===== src/rtl/zero_cross_pitch_tracker_pkg.sv =====
// Shared types and constants for the zero-crossing pitch tracker.
package zero_cross_pitch_tracker_pkg;

  localparam int unsigned FREQ_W           = 16;
  localparam int unsigned DEFAULT_MAX_FREQ = 1023;

  // Hysteresis comparator state: which side of the dead band was last seen.
  typedef enum logic {
    NEG = 1'b0,
    POS = 1'b1
  } hyst_state_t;

  // Increment that sticks at all-ones instead of wrapping.
  function automatic logic [FREQ_W-1:0] sat_inc(input logic [FREQ_W-1:0] val);
    return (val == {FREQ_W{1'b1}}) ? val : val + FREQ_W'(1);
  endfunction

endpackage


===== src/rtl/zero_cross_pitch_tracker_hysteresis_comparator.sv =====
// Two-state hysteresis comparator; pulses rise_pulse on a NEG->POS crossing.
module hysteresis_comparator
  import zero_cross_pitch_tracker_pkg::*;
#(
  parameter int SAMPLE_W = 16,
  parameter int HYST     = 256
) (
  input  logic                       clk_in,
  input  logic                       rst_n_in,
  input  logic signed [SAMPLE_W-1:0] sample_in,
  input  logic                       sample_valid_in,
  output logic                       rise_pulse
);

  localparam logic signed [SAMPLE_W-1:0] HYST_POS = SAMPLE_W'(HYST);
  localparam logic signed [SAMPLE_W-1:0] HYST_NEG = -HYST_POS;

  hyst_state_t r_state;
  hyst_state_t w_state_next;
  logic        w_above;
  logic        w_below;

  // Next state: only valid samples move the FSM; samples exactly at +/-HYST hold.
  always_comb begin
    w_above      = (sample_in > HYST_POS);
    w_below      = (sample_in < HYST_NEG);
    w_state_next = r_state;
    if (sample_valid_in) begin
      case (r_state)
        NEG:     if (w_above) w_state_next = POS;
        POS:     if (w_below) w_state_next = NEG;
        default: w_state_next = NEG;
      endcase
    end
  end

  // State register; reset lands on NEG so a first positive sample counts.
  always_ff @(posedge clk_in or negedge rst_n_in) begin
    if (!rst_n_in) begin
      r_state <= NEG;
    end else begin
      r_state <= w_state_next;
    end
  end

  // Combinational so the counter sees a crossing on the same sample it occurs.
  assign rise_pulse = sample_valid_in && (r_state == NEG) && w_above;

endmodule


===== src/rtl/zero_cross_pitch_tracker.sv =====
// Counts rising zero crossings per window, scales to Hz, smooths, and latches on frame sync.
module zero_cross_pitch_tracker
  import zero_cross_pitch_tracker_pkg::*;
#(
  parameter int SAMPLE_W       = 16,
  parameter int WINDOW_SAMPLES = 3000,
  parameter int SCALE_SHIFT    = 4,
  parameter int HYST           = 256,
  parameter int MAX_FREQ       = DEFAULT_MAX_FREQ,
  parameter int SMOOTH_SHIFT   = 2
) (
  input  logic                       clk_in,
  input  logic                       rst_n_in,
  input  logic signed [SAMPLE_W-1:0] sample_in,
  input  logic                       sample_valid_in,
  input  logic                       frame_sync_in,
  output logic [FREQ_W-1:0]          freq_out,
  output logic                       update_out,
  output logic                       window_done_out
);

  localparam int WIN_W = (WINDOW_SAMPLES > 1) ? $clog2(WINDOW_SAMPLES) : 1;
  localparam int RAW_W = FREQ_W + SCALE_SHIFT;
  localparam logic [WIN_W-1:0]  WIN_LAST = WIN_W'(WINDOW_SAMPLES - 1);
  localparam logic [RAW_W-1:0]  MAX_WIDE = RAW_W'(MAX_FREQ);
  localparam logic [FREQ_W-1:0] MAX_F    = FREQ_W'(MAX_FREQ);

  logic [WIN_W-1:0]  r_win;
  logic [FREQ_W-1:0] r_cross;
  logic [FREQ_W-1:0] r_raw;
  logic              r_done;
  logic [FREQ_W-1:0] r_smooth;
  logic [FREQ_W-1:0] r_freq;
  logic              r_update;

  logic                     w_rise;
  logic                     w_win_last;
  logic [FREQ_W-1:0]        w_cross_next;
  logic [RAW_W-1:0]         w_scaled;
  logic [FREQ_W-1:0]        w_raw;
  logic signed [FREQ_W:0]   w_diff;
  logic signed [FREQ_W:0]   w_step;
  logic signed [FREQ_W:0]   w_sum;
  logic [FREQ_W-1:0]        w_smooth_next;

  hysteresis_comparator #(
    .SAMPLE_W (SAMPLE_W),
    .HYST     (HYST)
  ) u_hyst (
    .clk_in          (clk_in),
    .rst_n_in        (rst_n_in),
    .sample_in       (sample_in),
    .sample_valid_in (sample_valid_in),
    .rise_pulse      (w_rise)
  );

  // Window close, final count (including this sample's crossing) and scaled raw frequency.
  always_comb begin
    w_win_last   = sample_valid_in && (r_win == WIN_LAST);
    w_cross_next = w_rise ? sat_inc(r_cross) : r_cross;
    // Widen before shifting so large counts saturate instead of wrapping.
    w_scaled     = RAW_W'(w_cross_next) << SCALE_SHIFT;
    w_raw        = (w_scaled > MAX_WIDE) ? MAX_F : w_scaled[FREQ_W-1:0];
  end

  // EMA step with arithmetic shift; clamped even though the math keeps it in range.
  always_comb begin
    w_diff = $signed({1'b0, r_raw}) - $signed({1'b0, r_smooth});
    w_step = w_diff >>> SMOOTH_SHIFT;
    w_sum  = $signed({1'b0, r_smooth}) + w_step;
    if (w_sum[FREQ_W]) begin
      w_smooth_next = '0;
    end else if (w_sum[FREQ_W-1:0] > MAX_F) begin
      w_smooth_next = MAX_F;
    end else begin
      w_smooth_next = w_sum[FREQ_W-1:0];
    end
  end

  // Window and crossing counters advance only on valid samples.
  always_ff @(posedge clk_in or negedge rst_n_in) begin
    if (!rst_n_in) begin
      r_win   <= '0;
      r_cross <= '0;
    end else if (sample_valid_in) begin
      if (w_win_last) begin
        r_win   <= '0;
        r_cross <= '0;
      end else begin
        r_win   <= r_win + WIN_W'(1);
        r_cross <= w_cross_next;
      end
    end
  end

  // Capture the raw frequency at window close; r_done doubles as the debug pulse.
  always_ff @(posedge clk_in or negedge rst_n_in) begin
    if (!rst_n_in) begin
      r_raw  <= '0;
      r_done <= 1'b0;
    end else begin
      r_done <= w_win_last;
      if (w_win_last) begin
        r_raw <= w_raw;
      end
    end
  end

  // Smoothing register updates the cycle after a window closes.
  always_ff @(posedge clk_in or negedge rst_n_in) begin
    if (!rst_n_in) begin
      r_smooth <= '0;
    end else if (r_done) begin
      r_smooth <= w_smooth_next;
    end
  end

  // Frame latch: takes the pre-update smooth value if sync and smoothing coincide.
  always_ff @(posedge clk_in or negedge rst_n_in) begin
    if (!rst_n_in) begin
      r_freq   <= '0;
      r_update <= 1'b0;
    end else begin
      r_update <= frame_sync_in;
      if (frame_sync_in) begin
        r_freq <= r_smooth;
      end
    end
  end

  assign freq_out        = r_freq;
  assign update_out      = r_update;
  assign window_done_out = r_done;

endmodule


===== config.mk =====
export PLATFORM = sky130hd
export DESIGN_NAME = zero_cross_pitch_tracker
export DESIGN_NICKNAME = d
export VERILOG_FILES = /design/src/rtl/zero_cross_pitch_tracker_pkg.sv /design/src/rtl/zero_cross_pitch_tracker_hysteresis_comparator.sv /design/src/rtl/zero_cross_pitch_tracker.sv
export SDC_FILE = /design/constraint.sdc
export NUM_CORES = 1
export LEC_CHECK = 0
export BUFFER_PORTS_ARGS = -buffer_cell sky130_fd_sc_hd__clkbuf_2
export CAP_MARGIN = 20
export CORE_AREA = 4 4 93 117
export CTS_CLUSTER_DIAMETER = 120
export DETAILED_ROUTE_END_ITERATION = 8
export DIE_AREA = 0 0 97 121
export GPL_TIMING_DRIVEN = 0
export PLACE_DENSITY = 0.71
export SETUP_SLACK_MARGIN = 0.3
export SLEW_MARGIN = 20
export SYNTH_ARGS = -nofsm -noshare
export SYNTH_HDL_FRONTEND = slang
export SYNTH_SLANG_ARGS = --single-unit

===== constraint.sdc =====
create_clock -name clk_in -period 4.5 [get_ports clk_in]
set_input_delay 1.125 -clock clk_in [delete_from_list [all_inputs] [get_ports clk_in]]
set_output_delay 1.125 -clock clk_in [all_outputs]
set_load 0.02 [all_outputs]

Word level (Yosys, flattened, before mapping)
Cells that the tools add are included.
- register bits: 79
- latch bits: 0
- RAM bits: 0
- memory bits (read-only): 0
- bits of input ports: 20
- memories kept: 0
- add/sub/neg operators: 4
- multiply operators: 0
- divide/modulo/power cells: 0
- magnitude comparators: 4
- equal/unequal tests: 2
- shifts and indexed selects: 0
- multiplexer cells: 10
- bitwise logic cells: 1
- reduce and logical (&&, ||, !) cells: 3
- operator list (operator ; count):
    two-way mux 16 bit ; 6
    > comparator 16 x 10 -> 1 bit, second input constant ; 2
    > comparator 20 x 10 -> 1 bit, second input constant ; 1
    adder 17 x 15 -> 17 bit ; 1
    subtractor 16 x 16 -> 17 bit ; 1
    adder 16 x 1 -> 16 bit, second input constant ; 1
    equality test 16 bit, second input constant ; 1
    < comparator 16 x 9 -> 1 bit, second input constant ; 1
    adder 12 x 1 -> 12 bit, second input constant ; 1
    equality test 12 bit, second input constant ; 1
    two-way mux 12 bit ; 1
    logical AND 1 bit ; 3
    two-way mux 1 bit ; 2
    case mux 1 bit (2 select lines) ; 1
    inverter 1 bit ; 1

Logic depth before layout (Yosys ltp)
Gate-level depths: netlist (run 1).
- depth in word-level cells: 6
- mapped depth: 18
- mapped depth without buffers: 17

Cells and area by module
Synthesis (run 1) repeated with hierarchy kept, for this count alone.
- cell total of the unflattened synthesis: 533
- area total of the unflattened synthesis: 4961.0 um^2
- by module, submodules not included (module ; instances ; cells each ; area an instance (um^2) ; sequential area each (um^2)):
    zero_cross_pitch_tracker ; 1 ; 520 ; 4855.9 ; 1876.8
    hysteresis_comparator ; 1 ; 13 ; 105.1 ; 25.0

Least setup slack after synthesis (run 1)
Ideal clock, no wire load.
- kind: register to register
- start point: reg r_raw[3]
- end point: reg r_smooth[2]
- library setup time: 156 ps
- data arrival time: 3773 ps
- required time: 4344 ps
- setup slack: 571 ps
- stages on the path, launching flop included: 17
- path buffers: 0
- period minus slack after synthesis: 3929 ps
- path through: dfrtp_1 -> ha_1 -> a21o_1 -> a31o_2 -> a211o_1 -> a21oi_1 -> o21bai_1 -> a21oi_1 -> xnor2_1 -> ha_1 -> and4_1 -> a211o_1 -> a21oi_1 -> o21ai_0 -> xor2_1 -> o41ai_1 -> o22ai_1
- word-level cells in the longest chain between the ends: 5
- RTL lines (element ; line ; RTL):
    start: declaration ; zero_cross_pitch_tracker.sv:30 ; logic [FREQ_W-1:0] r_raw;
    start signal: assignment ; zero_cross_pitch_tracker.sv:104 ; r_raw <= w_raw;
    subtractor 16 x 16 -> 17 bit * ; zero_cross_pitch_tracker.sv:68 ; w_diff = $signed({1'b0, r_raw}) - $signed({1'b0, r_smooth});
    adder 17 x 15 -> 17 bit * ; zero_cross_pitch_tracker.sv:70 ; w_sum = $signed({1'b0, r_smooth}) + w_step;
    > comparator 16 x 10 -> 1 bit ; zero_cross_pitch_tracker.sv:73 ; end else if (w_sum[FREQ_W-1:0] > MAX_F) begin
    two-way mux 16 bit ; zero_cross_pitch_tracker.sv:73 ;
    two-way mux 16 bit * ; zero_cross_pitch_tracker.sv:71 ; if (w_sum[FREQ_W]) begin
    end signal: assignment ; zero_cross_pitch_tracker.sv:114 ; r_smooth <= w_smooth_next;
    end: declaration ; zero_cross_pitch_tracker.sv:32 ; logic [FREQ_W-1:0] r_smooth;
Mark *: on every way between the ends. The rest lies on a longest branch, timed or not.
A chain may end at the register's enable or synchronous reset.

Worst setup path in the final report (run 1)
- start point: reg r_raw[3]
- end point: reg r_smooth[5]
Same word-level chain as after synthesis.

==> reports/summary.txt, run 1 <==
number of global-route vias before repair: 4,179
most frequent CP cell: a21o_1
fin crit share: 0.9313
Yosys top cell by area: dfrtp_1
Die Wd: 97 µm
yosys warns: 0
Routed wire per std cell: 16.53 µm
Final Wtd Congestion: 0.8672
top-count cell post-synth: dfrtp_1
Yosys top cell area share: 0.3953
pin count of the biggest net entering global routing: 53
placed insts: 674
CTS Buf Count: 9
CTS root buf: clkbuf_16
RSZ-0062 raised after global routing: true
CTS tree: done
CTS H-Tree Depth: 3
Post-synth EDFFs: 0
latest clock arrival within the worst-skew pair: 340 ps
Worst setup EP type: flop
initial antenna violation count: 0
syn nets: 562
Num Clock Sinks: 76
Initial Utilization: 0.4859
hold crit path type: reg -> reg
top cells by count, synth: dfrtp_1, nor2_1, a21oi_1, ha_1, inv_1
Via density: 5.807
Mapped Area: 4811 µm²
site row count: 41
final hold vios: 0
n_diodes: 0
Avg Cell Area, Syn: 9.489 µm²
Syn-to-layout area delta: 23.93%
slowest cell on the critical path: dfrtp_2
Critical Path Start Type: flop
Distinct cells, synth: 61
Die Height: 121 µm
Max Clk Rate: 238.6 MHz
layout cell share with drive strength beyond 1: 0.2509
Nets: 626
Final setup viols: 0
CTS clk-pin slew, worst paths: 60 ps
CP top delay family: compound AO/OA/AOI/OAI gates
CTS max path bufs: 2
Total Neg Setup Slack: 0 ps
port bufs: 37
IO Count: 38
Power, Total: 1.758 mW
crit-path cells: ha_4, a21o_1, a31o_4, a211o_1, a31oi_1, nand2_1, a21oi_2, xnor2_2, ha_1, a21o_1, a21oi_1, and3b_2, o22ai_2, o41ai_2, o22ai_1
Compound-Gate Fraction of Synth Area: 0.1625
status: completed
max-slew violations: 0
Synth Area in Adders: 0.09259
largest family of logic cells by synthesized area: simple AND/OR/NAND/NOR gates
simple-gate area share of the yosys netlist: 0.1888
hpwl dp: 7.937 mm
DR vias: 4,082
Mapped Cells: 507
antenna viol nets, final: 0
CP max FO: 5
Routed Wire Length: 11.62 mm
min Tclk post-route: 4191 ps
kind of critical path: reg -> reg
MaxCap Viol Count: 0
PD cells: 294.9 nW/µm²
DRT iter0 DRCs: 105
Crit path largest cell delay: 450 ps
slew margin rel.: 0.6049
total leakage power: 2.856 nW
Yosys reg bits: 76
first-pass GRT wire length: 19.22 mm
fillers: 812
Async S/R FF share, synth: 1.000
top area cells in the synthesized netlist: dfrtp_1, ha_1, xnor2_1, nor2_1, mux2_2
CP arrival: 4390 ps
final cell count without fillers: 703
worst endpoint required time: 4690 ps
Total GRT Usage: 0.1996
drt drc: 0
Slew @ Worst Pin: 592.6 ps
core area: 9901 µm²
Seq/Total Area, Yosys: 0.3953
WP buf/inv: 0
Max Clock Skew: 5.329 ps
grt ovf: 0
post-synthesis mux area share: 0.05644
Pre-antenna DRT Iters: 4
die area: 11,740 µm²
maximum VDD drop: 0.0001937 V
Synth Area in XOR/XNOR: 0.07100
Top FF cell, synth: dfrtp_1
## per-stage QoR
stage / worst slack [ps] / utilization / instance area, µm² / hold slack, ps
after floorplan: 571.1 / - / 4811 / 447.2
after global placement: 58.51 / 0.5209 / 5157 / 463.1
after detailed placement: -44.92 / 0.5239 / 5187 / 481.8
after CTS: 338.0 / 0.5717 / 5660 / 498.3
after global routing: 159.6 / 0.6022 / 5962 / 527.1
final: 309.2 / 0.6022 / 5962 / 492.4
## metal layers
layer  up-vias  GRT usage  wire (µm)
li1       1980          -          -
met1      1994     0.2206       4679
met2        77     0.3653       6206
met3        31    0.03508        333
met4         0     0.1027        399
met5         -          0          0
## what timing repair did
item | in CTS | in global routing
gates resized for setup | 24 | 37
pin swaps | 4 | 24
buffers inserted | 2 | 11
endpoints found under the setup margin | 10 | 10
hold buffers | 0 | 0
gates cloned | 2 | 0
## cells by family after synthesis
family | Yosys count
AO/OA/AOI/OAI | 118
XOR/XNOR | 39
adder cells (fa/ha/maj) | 35
buffers and inverters | 42
flip-flops | 76
multiplexers | 25
AND/OR/NAND/NOR | 172
## power by group
part	internal (mW)	switching [mW]	leakage (nW)	total, mW
combinational	0.0798	0.105	1.68	0.185
clock	0.494	0.274	0.147	0.768
sequential	0.737	0.0681	1.03	0.805
## worst min-delay path: stages, from the launching register on
cell and delay, ps:
dfrtp_1 350, nand2_1 50, nand2_1 60
## flip-flops by register name, indices dropped and copies added (netlist names)
register,flops
r_cross,16
r_smooth,16
update_out,1
r_win,12
window_done_out,1
freq_out,16
u_hyst.r_state,1
r_raw,13
## worst paths after layout
path,to,start,slack [ps],cells past startpoint
worst max-delay path,r_smooth[5]$_DFFE_PN0P_,r_raw[3]$_DFFE_PN0P_,310,15
worst min-delay path,u_hyst.r_state$_DFFE_PN0P_,u_hyst.r_state$_DFFE_PN0P_,490,2
worst max register to register,r_smooth[5]$_DFFE_PN0P_,r_raw[3]$_DFFE_PN0P_,310,15
worst min register to register,u_hyst.r_state$_DFFE_PN0P_,u_hyst.r_state$_DFFE_PN0P_,490,2
max in group asynchronous,r_raw[3]$_DFFE_PN0P_,rst_n_in,3160,2
min in group asynchronous,freq_out[11]$_DFFE_PN0P_,rst_n_in,740,1
## placed cells by master (no fill, tap or decap), types with 7 or more instances in the layout
master | netlist | layout
o21ai_0 | 14 | 12
nor3_1 | 16 | 15
mux2_2 | 17 | 17
inv_1 | 29 | 27
o22ai_1 | 14 | 13
clkbuf_2 | 0 | 36
nand2_1 | 26 | 26
xor2_1 | 15 | 14
nor2_1 | 52 | 51
dfrtp_1 | 76 | 75
a21oi_1 | 34 | 26
mux2i_1 | 8 | 7
clkbuf_1 | 10 | 10
nand4_1 | 10 | 10
nor2b_1 | 9 | 9
xnor2_1 | 24 | 22
o41ai_2 | 0 | 10
ha_1 | 34 | 30
buf_4 | 0 | 13
clkbuf_16 | 0 | 9
nand3_1 | 18 | 18
## area by class of cell
cell class	count	area (µm²)	area share
plain buffers	13	51.30	0.008604
inverters	29	108.9	0.01826
repair buffers	51	312.8	0.05247
clock buffers	10	239.0	0.04008
multi-input cells	391	3110	0.5217
clock inverters	4	75.07	0.01259
well taps	129	161.4	0.02707
flip-flops and latches	76	1903	0.3192
No activity file was read; power rests on OpenSTA's default activity.
==> run 2: changes to the inputs <==
--- a/config.mk
+++ b/config.mk
@@ -7,14 +7,14 @@
 export LEC_CHECK = 0
 export BUFFER_PORTS_ARGS = -buffer_cell sky130_fd_sc_hd__clkbuf_2
 export CAP_MARGIN = 20
-export CORE_AREA = 4 4 93 117
+export CORE_AREA = 4 4 99 125
 export CTS_CLUSTER_DIAMETER = 120
 export DETAILED_ROUTE_END_ITERATION = 8
-export DIE_AREA = 0 0 97 121
-export GPL_TIMING_DRIVEN = 0
-export PLACE_DENSITY = 0.71
+export DIE_AREA = 0 0 103 129
+export PLACE_DENSITY = 0.66
 export SETUP_SLACK_MARGIN = 0.3
 export SLEW_MARGIN = 20
 export SYNTH_ARGS = -nofsm -noshare
 export SYNTH_HDL_FRONTEND = slang
+export SYNTH_HIERARCHICAL = 1
 export SYNTH_SLANG_ARGS = --single-unit
==> run 2 against run 1 <==
Against the previous run: flip-flop and latch count is the same; non-clock buffer count shrank 8; via count grew 0.96%; sequential share of layout area grew 0.74 points; setup slack gained 140 ps; clock skew grew 2.7 ps; core utilization shrank 7.6 points; cell count grew 2.7%; synthesized area grew 3.1%; critical path type unchanged; critical endpoint is now r_smooth[6]$_DFFE_PN0P_; largest power group unchanged.
==> reports/summary.txt, run 2 <==
status: completed
IO Count: 38 (unchanged)
max-slew violations: 0 (unchanged)
DR vias: 4,121 (+0.96%)
total leakage power: 2.767 nW (-3.1%)
Via density: 5.708 (-1.7%)
Total GRT Usage: 0.1818 (-0.01782)
Mapped Cells: 533 (+5.1%)
Top FF cell, synth: dfrtp_1
hold crit path type: reg -> reg
Final setup viols: 0 (unchanged)
CTS tree: done
Worst setup EP type: flop
fin util: 0.5257 (-0.07644)
kind of critical path: reg -> reg
Max Clk Rate: 246.6 MHz (+3.4%)
Power, Total: 1.635 mW (-7.0%)
CTS max path bufs: 2 (unchanged)
Mapped Area: 4961 µm² (+3.1%)
Critical Path Start Type: flop
Yosys top cell by area: dfrtp_1
DRT iter0 DRCs: 132 (+26%)
antenna viol nets, final: 0 (unchanged)
Num Clock Sinks: 76 (unchanged)
layout cell share with drive strength beyond 1: 0.2521 (+0.001258)
min-delay src: r_raw[11]$_DFFE_PN0P_
number of global-route vias before repair: 4,093 (-2.1%)
Slew @ Worst Pin: 958.5 ps (+365.9 ps)
hpwl dp: 8.366 mm (+5.4%)
MaxCap Viol Count: 0 (unchanged)
CP max FO: 6 (+1)
CTS clk-pin slew, worst paths: 50 ps (about the same)
first-pass GRT wire length: 19.48 mm (+1.4%)
core area: 11,080 µm² (+12%)
Async S/R FF share, synth: 1.000 (unchanged)
grt ovf: 0 (unchanged)
syn nets: 588 (+4.6%)
CTS Buf Count: 9 (unchanged)
hold_buf cts: 0 (unchanged)
placed insts: 698 (+3.6%)
min Tclk post-route: 4054 ps (-136.5 ps)
Distinct cells, synth: 68 (+11%)
RSZ-0062 raised after global routing: true
CTS H-Tree Depth: 3 (unchanged)
worst endpoint required time: 4740 ps (+50 ps)
CP arrival: 4300 ps (-90 ps)
top-count cell post-synth: dfrtp_1
slew margin rel.: 0.3610 (-0.2440)
initial antenna violation count: 0 (unchanged)
worst reg2reg startpoint: r_smooth[4]$_DFFE_PN0P_
Seq/Total Area, Yosys: 0.3834 (-0.01196)
die area: 13,290 µm² (+13%)
Final Wtd Congestion: 0.9105 (+5.0%)
fin crit share: 0.9010 (-0.03032)
Yosys reg bits: 76 (unchanged)
worst setup path start: r_smooth[4]$_DFFE_PN0P_
most used cells in the layout excluding fill and tap cells: dfrtp_1, nor2_1, nand2_1
Initial Utilization: 0.4476 (-0.03829)
Die Height: 129 µm (+6.6%)
pin count of the biggest net entering global routing: 77 (+45%)
maximum VDD drop: 0.0002541 V (+31%)
drt drc: 0 (unchanged)
fillers: 1,027 (+26%)
port bufs: 37 (unchanged)
commonest non-fill, non-tap cell in the layout: dfrtp_1
site row count: 43 (+4.9%)
PD cells: 280.5 nW/µm² (-4.9%)
yosys warns: 6 (+6)
Total Neg Setup Slack: 0 ps (unchanged)
Nets: 639 (+2.1%)
top area cells in the synthesized netlist: dfrtp_1, ha_1, mux2_2, xnor2_1, a21oi_1
latest clock arrival within the worst-skew pair: 340 ps (about the same)
final hold vios: 0 (unchanged)
Routed wire per std cell: 15.90 µm (-3.8%)
Syn-to-layout area delta: 17.45%
Yosys top cell area share: 0.3834 (-0.01196)
Post-synth EDFFs: 0 (unchanged)
Die Wd: 103 µm (+6.2%)
CTS root buf: clkbuf_16
Max Clock Skew: 8.034 ps (+2.704 ps)
Avg Cell Area, Syn: 9.308 µm² (-1.9%)
final cell count without fillers: 722 (+2.7%)
Routed Wire Length: 11.48 mm (-1.2%)
top cells by count, synth: dfrtp_1, nor2_1, nand2_1
n_diodes: 0 (unchanged)
Pre-antenna DRT Iters: 4 (unchanged)
-- run 2: cell count changes after synthesis, sizes merged, moves of 5 or more --
cell / before / now
and4: 8 / 3
and3: 8 / 19
o21ai: 15 / 31
and2: 4 / 12
o21bai: 6 / 1
nand2: 26 / 41
o22ai: 14 / 5
o41ai: 10 / 0
nor3: 17 / 6
a21o: 6 / 12
a22oi: 1 / 6
a21oi: 34 / 44
-- run 2: power by group --
| group | switching (mW) | total, mW | internal (mW) |
|---|---|---|---|
| Clock | 0.273 | 0.725 | 0.453 |
| Combinational | 0.0710 | 0.136 | 0.0647 |
| Sequential | 0.0483 | 0.774 | 0.725 |
| Total | 0.392 | 1.63 | 1.24 |
-- run 2: repair_timing --
item | CTS | global route
setup endpoints to repair | 10 | 10
resized for setup | 13 | 23
pin swaps | 5 | 10
buffers inserted | 4 | 6
-- run 2: worst max-delay path, stage by stage, from the launching register on --
cell and delay (ps):
dfrtp_1 410, inv_1 110, ha_1 360, nand3_1 130, nand3_1 80, a41o_1 250
and3_4 210, nor2_4 100, o21ai_2 90, a21oi_2 150, xnor2_1 130, ha_2 330
a21o_1 200, a21o_1 200, or3b_2 480, o211a_4 270, nand2_2 90, nor4_4 40
buf_4 170, a22oi_1 170
-- run 2: stage by stage --
| stage | setup slack [ps] | hold WS, ps | cell area (µm²) |
|---|---|---|---|
| 6_report | 445.6 | 490.9 | 5827 |
| 5_1_grt | 287.3 | 510.8 | 5827 |
| 4_1_cts | 311.7 | 492.6 | 5680 |
| 3_5_place_dp | 11.56 | 482.2 | 5306 |
| 3_3_place_gp | 198.8 | 474.1 | 5306 |
| 2_1_floorplan | 328.6 | 457.7 | 4962 |
-- run 2: area by class of cell --
type | instances | area (µm²) | share of cell area
repair buffers | 56 | 330.3 | 0.05669
clock inverters | 2 | 35.03 | 0.006012
inverters | 25 | 93.84 | 0.01610
multi-input cells | 416 | 3039 | 0.5216
well taps | 135 | 168.9 | 0.02899
clock buffers | 12 | 256.5 | 0.04402
flip-flops and latches | 76 | 1903 | 0.3266
-- run 2: path summary, 6_finish.rpt --
| kind | end | slack, ps | cells past startpoint |
|---|---|---|---|
| max | r_smooth[6]$_DFFE_PN0P_ | 450 | 19 |
| min | r_raw[11]$_DFFE_PN0P_ | 490 | 1 |
| max reg2reg | r_smooth[6]$_DFFE_PN0P_ | 450 | 19 |
| min reg2reg | r_raw[11]$_DFFE_PN0P_ | 490 | 1 |
| max in group asynchronous | r_raw[3]$_DFFE_PN0P_ | 2910 | 1 |
| min in group asynchronous | freq_out[0]$_DFFE_PN0P_ | 930 | 1 |
-- run 2: cells by family after synthesis --
group | Yosys count | synth area share
compound gates | 136 | 0.1778
xor+xnor | 38 | 0.06709
fa+ha+maj | 35 | 0.08979
buf+inv | 41 | 0.03480
flops | 76 | 0.3834
mux | 22 | 0.04968
simple gates | 185 | 0.1975
-- run 2: metal layers --
metal,track usage,wire length [µm]
met5,0,0
met1,0.2305,5103
met2,0.3113,5851
met4,0.04954,152
met3,0.03796,373
==> run 3: changes to the inputs <==
--- a/config.mk
+++ b/config.mk
@@ -7,11 +7,11 @@
 export LEC_CHECK = 0
 export BUFFER_PORTS_ARGS = -buffer_cell sky130_fd_sc_hd__clkbuf_2
 export CAP_MARGIN = 20
-export CORE_AREA = 4 4 99 125
+export CORE_AREA = 4 4 86 108
 export CTS_CLUSTER_DIAMETER = 120
 export DETAILED_ROUTE_END_ITERATION = 8
-export DIE_AREA = 0 0 103 129
-export PLACE_DENSITY = 0.66
+export DIE_AREA = 0 0 90 112
+export PLACE_DENSITY = 0.84
 export SETUP_SLACK_MARGIN = 0.3
 export SLEW_MARGIN = 20
 export SYNTH_ARGS = -nofsm -noshare
==> run 3 against run 2 <==
Against the previous run: cell count shrank 5.0%; power shrank 12%; flip-flop and latch count is the same; setup slack lost 43 ps; combinational power is essentially flat; clock-buffer cell count shrank 3; maximum frequency shrank 1.0%; core utilization grew 17 points; clock skew grew 2.0 ps; hold slack gained 7.3 ps; clock power shrank 26%; via count grew 3.0%.
==> reports/summary.txt, run 3 (synthesis results as in run 2) <==
hold path cells: 1 (unchanged)
die area: 10,080 µm² (-24%)
core area: 8194 µm² (-26%)
CTS Buf Count: 9 (unchanged)
CTS tree: done
max-slew violations: 0 (unchanged)
min Tclk post-route: 4097 ps (+42.64 ps)
pre-CTS setup slack: -0.2407 ps (-11.80 ps)
antenna viol nets, final: 0 (unchanged)
Routed Wire Length: 11.54 mm (+0.53%)
Final Hold Slack: 498.2 ps (+7.300 ps)
Syn-to-layout area delta: 15.46%
Int Power: 1.047 mW (-16%)
switching power share of the total: 0.2729 (+0.03305)
Slew @ Worst Pin: 939.0 ps (-19.52 ps)
hpwl dp: 7.907 mm (-5.5%)
site row count: 37 (-14%)
n_diodes: 0 (unchanged)
latest clock arrival within the worst-skew pair: 370 ps (+30 ps)
Total GRT Usage: 0.2240 (+0.04225)
slew margin rel.: 0.3740 (+0.01301)
port bufs: 37 (unchanged)
clock share of power: 0.372 (-0.072)
final hold vios: 0 (unchanged)
drt drc: 0 (unchanged)
Die Height: 112 µm (-13%)
Min-Delay Endpoint: r_win[10]$_DFFE_PN0P_
final setup margin: 403.0 ps (-42.64 ps)
Crit path largest cell delay: 480 ps (about the same)
number of global-route vias before repair: 4,156 (+1.5%)
slowest cell on the critical path: or3b_2
kind of critical path: reg -> reg
commonest non-fill, non-tap cell in the layout: dfrtp_1
WP depth: 19 (unchanged)
hold_buf cts: 0 (unchanged)
reg2reg path depth: 19 (unchanged)
placed insts: 658 (-5.7%)
fin area: 5728 µm² (-1.7%)
RR Endpoint: r_smooth[3]$_DFFE_PN0P_
worst reg2reg startpoint: r_smooth[2]$_DFFE_PN0P_
grt ovf: 0 (unchanged)
Critical Path Start Type: flop
Worst setup EP type: flop
area of the multi-input gates: 3079 µm² (+1.3%)
NetSw: 392.8 µW (+0.19%)
Final Wtd Congestion: 0.9608 (+5.5%)
Pre-antenna DRT Iters: 7 (+3)
fillers: 613 (-40%)
part of the power in combinational logic: 0.092 (+0.009)
status: completed
Initial Utilization: 0.6054 (+0.1578)
Reg area: 1903 µm² (unchanged)
fin crit share: 0.9104 (+0.009475)
Power, Total: 1.439 mW (-12%)
PD cells: 251.3 nW/µm² (-10%)
min-delay src: r_win[10]$_DFFE_PN0P_
first-pass GRT wire length: 18.61 mm (-4.5%)
Via density: 6.187 (+8.4%)
worst endpoint required time: 4780 ps (+40 ps)
Die Wd: 90 µm (-13%)
pin count of the biggest net entering global routing: 77 (unchanged)
CP top delay family: compound AO/OA/AOI/OAI gates
Num Clock Sinks: 76 (unchanged)
Flop pwr share: 0.535 (+0.062)
WP buf/inv: 2 (unchanged)
CP arrival: 4380 ps (+80 ps)
Total Neg Setup Slack: 0 ps (unchanged)
r2r setup slk: 400 ps (-40 ps)
most used cells in the layout excluding fill and tap cells: dfrtp_1, nor2_1, nand2_1
MaxCap Viol Count: 0 (unchanged)
CTS H-Tree Depth: 3 (unchanged)
CTS root buf: clkbuf_8
layout cell share with drive strength beyond 1: 0.2615 (+0.009331)
total leakage power: 2.729 nW (-1.4%)
DP Area: 5244 µm² (-1.2%)
CTS clk-pin slew, worst paths: 80 ps (+30 ps)
DR vias: 4,244 (+3.0%)
Nets: 639 (unchanged)
fin util: 0.6990 (+0.1733)
most frequent CP cell: a21o_1
Routed wire per std cell: 16.83 µm (+5.8%)
DRT iter0 DRCs: 242 (+83%)
Final setup viols: 0 (unchanged)
initial antenna violation count: 0 (unchanged)
CP max FO: 6 (unchanged)
hold crit path type: reg -> reg
Max Clock Skew: 10.01 ps (+1.978 ps)
RSZ-0062 raised after global routing: false
CTS max path bufs: 2 (unchanged)
final cell count without fillers: 686 (-5.0%)
crit-path cells: inv_2, ha_4, a21o_1, a31o_2, a41o_1, and3_4, nor2_4, o21ai_4, a21oi_2, xnor2_1, ha_2, a21o_1, a21o_1, or3b_2, o211a_4, nand2_1, nor4_4, buf_4, a22oi_1
maximum VDD drop: 0.0001951 V (-23%)
Max Clk Rate: 244.1 MHz (-1.0%)
IO Count: 38 (unchanged)
worst setup path start: r_smooth[2]$_DFFE_PN0P_
run 3: power groups by stage:
stage / clock [mW] / combinational (mW) / sequential [mW]
final: 0.536 / 0.133 / 0.771
after global routing: 0.581 / 0.151 / 0.777
after CTS: 0.550 / 0.136 / 0.769
after detailed placement: 0 / 0.135 / 0.783
after global placement: 0 / 0.130 / 0.779
after floorplan: 0 / 0.0951 / 0.773
run 3: final cells by class:
cell class,count,area share
clock inverter,7,0.01332
clock buffer,9,0.02163
inverter,25,0.01638
tap,97,0.02119
sequential,76,0.3322
timing repair buffer,56,0.05767
multi-input combinational,416,0.5376
run 3: what timing repair did:
item | in CTS | in global routing
gates resized for setup | 14 | 29
gates cloned | 0 | 0
setup buffers | 4 | 8
pin swaps | 6 | 15
setup endpoints to repair | 10 | 10
run 3: per-layer routing:
metal	up-vias	global-route usage	share of wire
li1	2017	-	-
met1	2052	0.2623	0.41
met2	129	0.3868	0.51
met3	46	0.04122	0.039
met4	0	0.1236	0.045
met5	-	0	0
run 3: worst max-delay path by stage:
stage                               to  slack (ps)
6_report       r_smooth[3]$_DFFE_PN0P_         400
5_1_grt        r_smooth[3]$_DFFE_PN0P_         210
4_1_cts        r_smooth[3]$_DFFE_PN0P_         330
3_5_place_dp   r_smooth[4]$_DFFE_PN0P_        -0.2
3_3_place_gp   r_smooth[4]$_DFFE_PN0P_         120
2_1_floorplan  r_smooth[0]$_DFFE_PN0P_         330
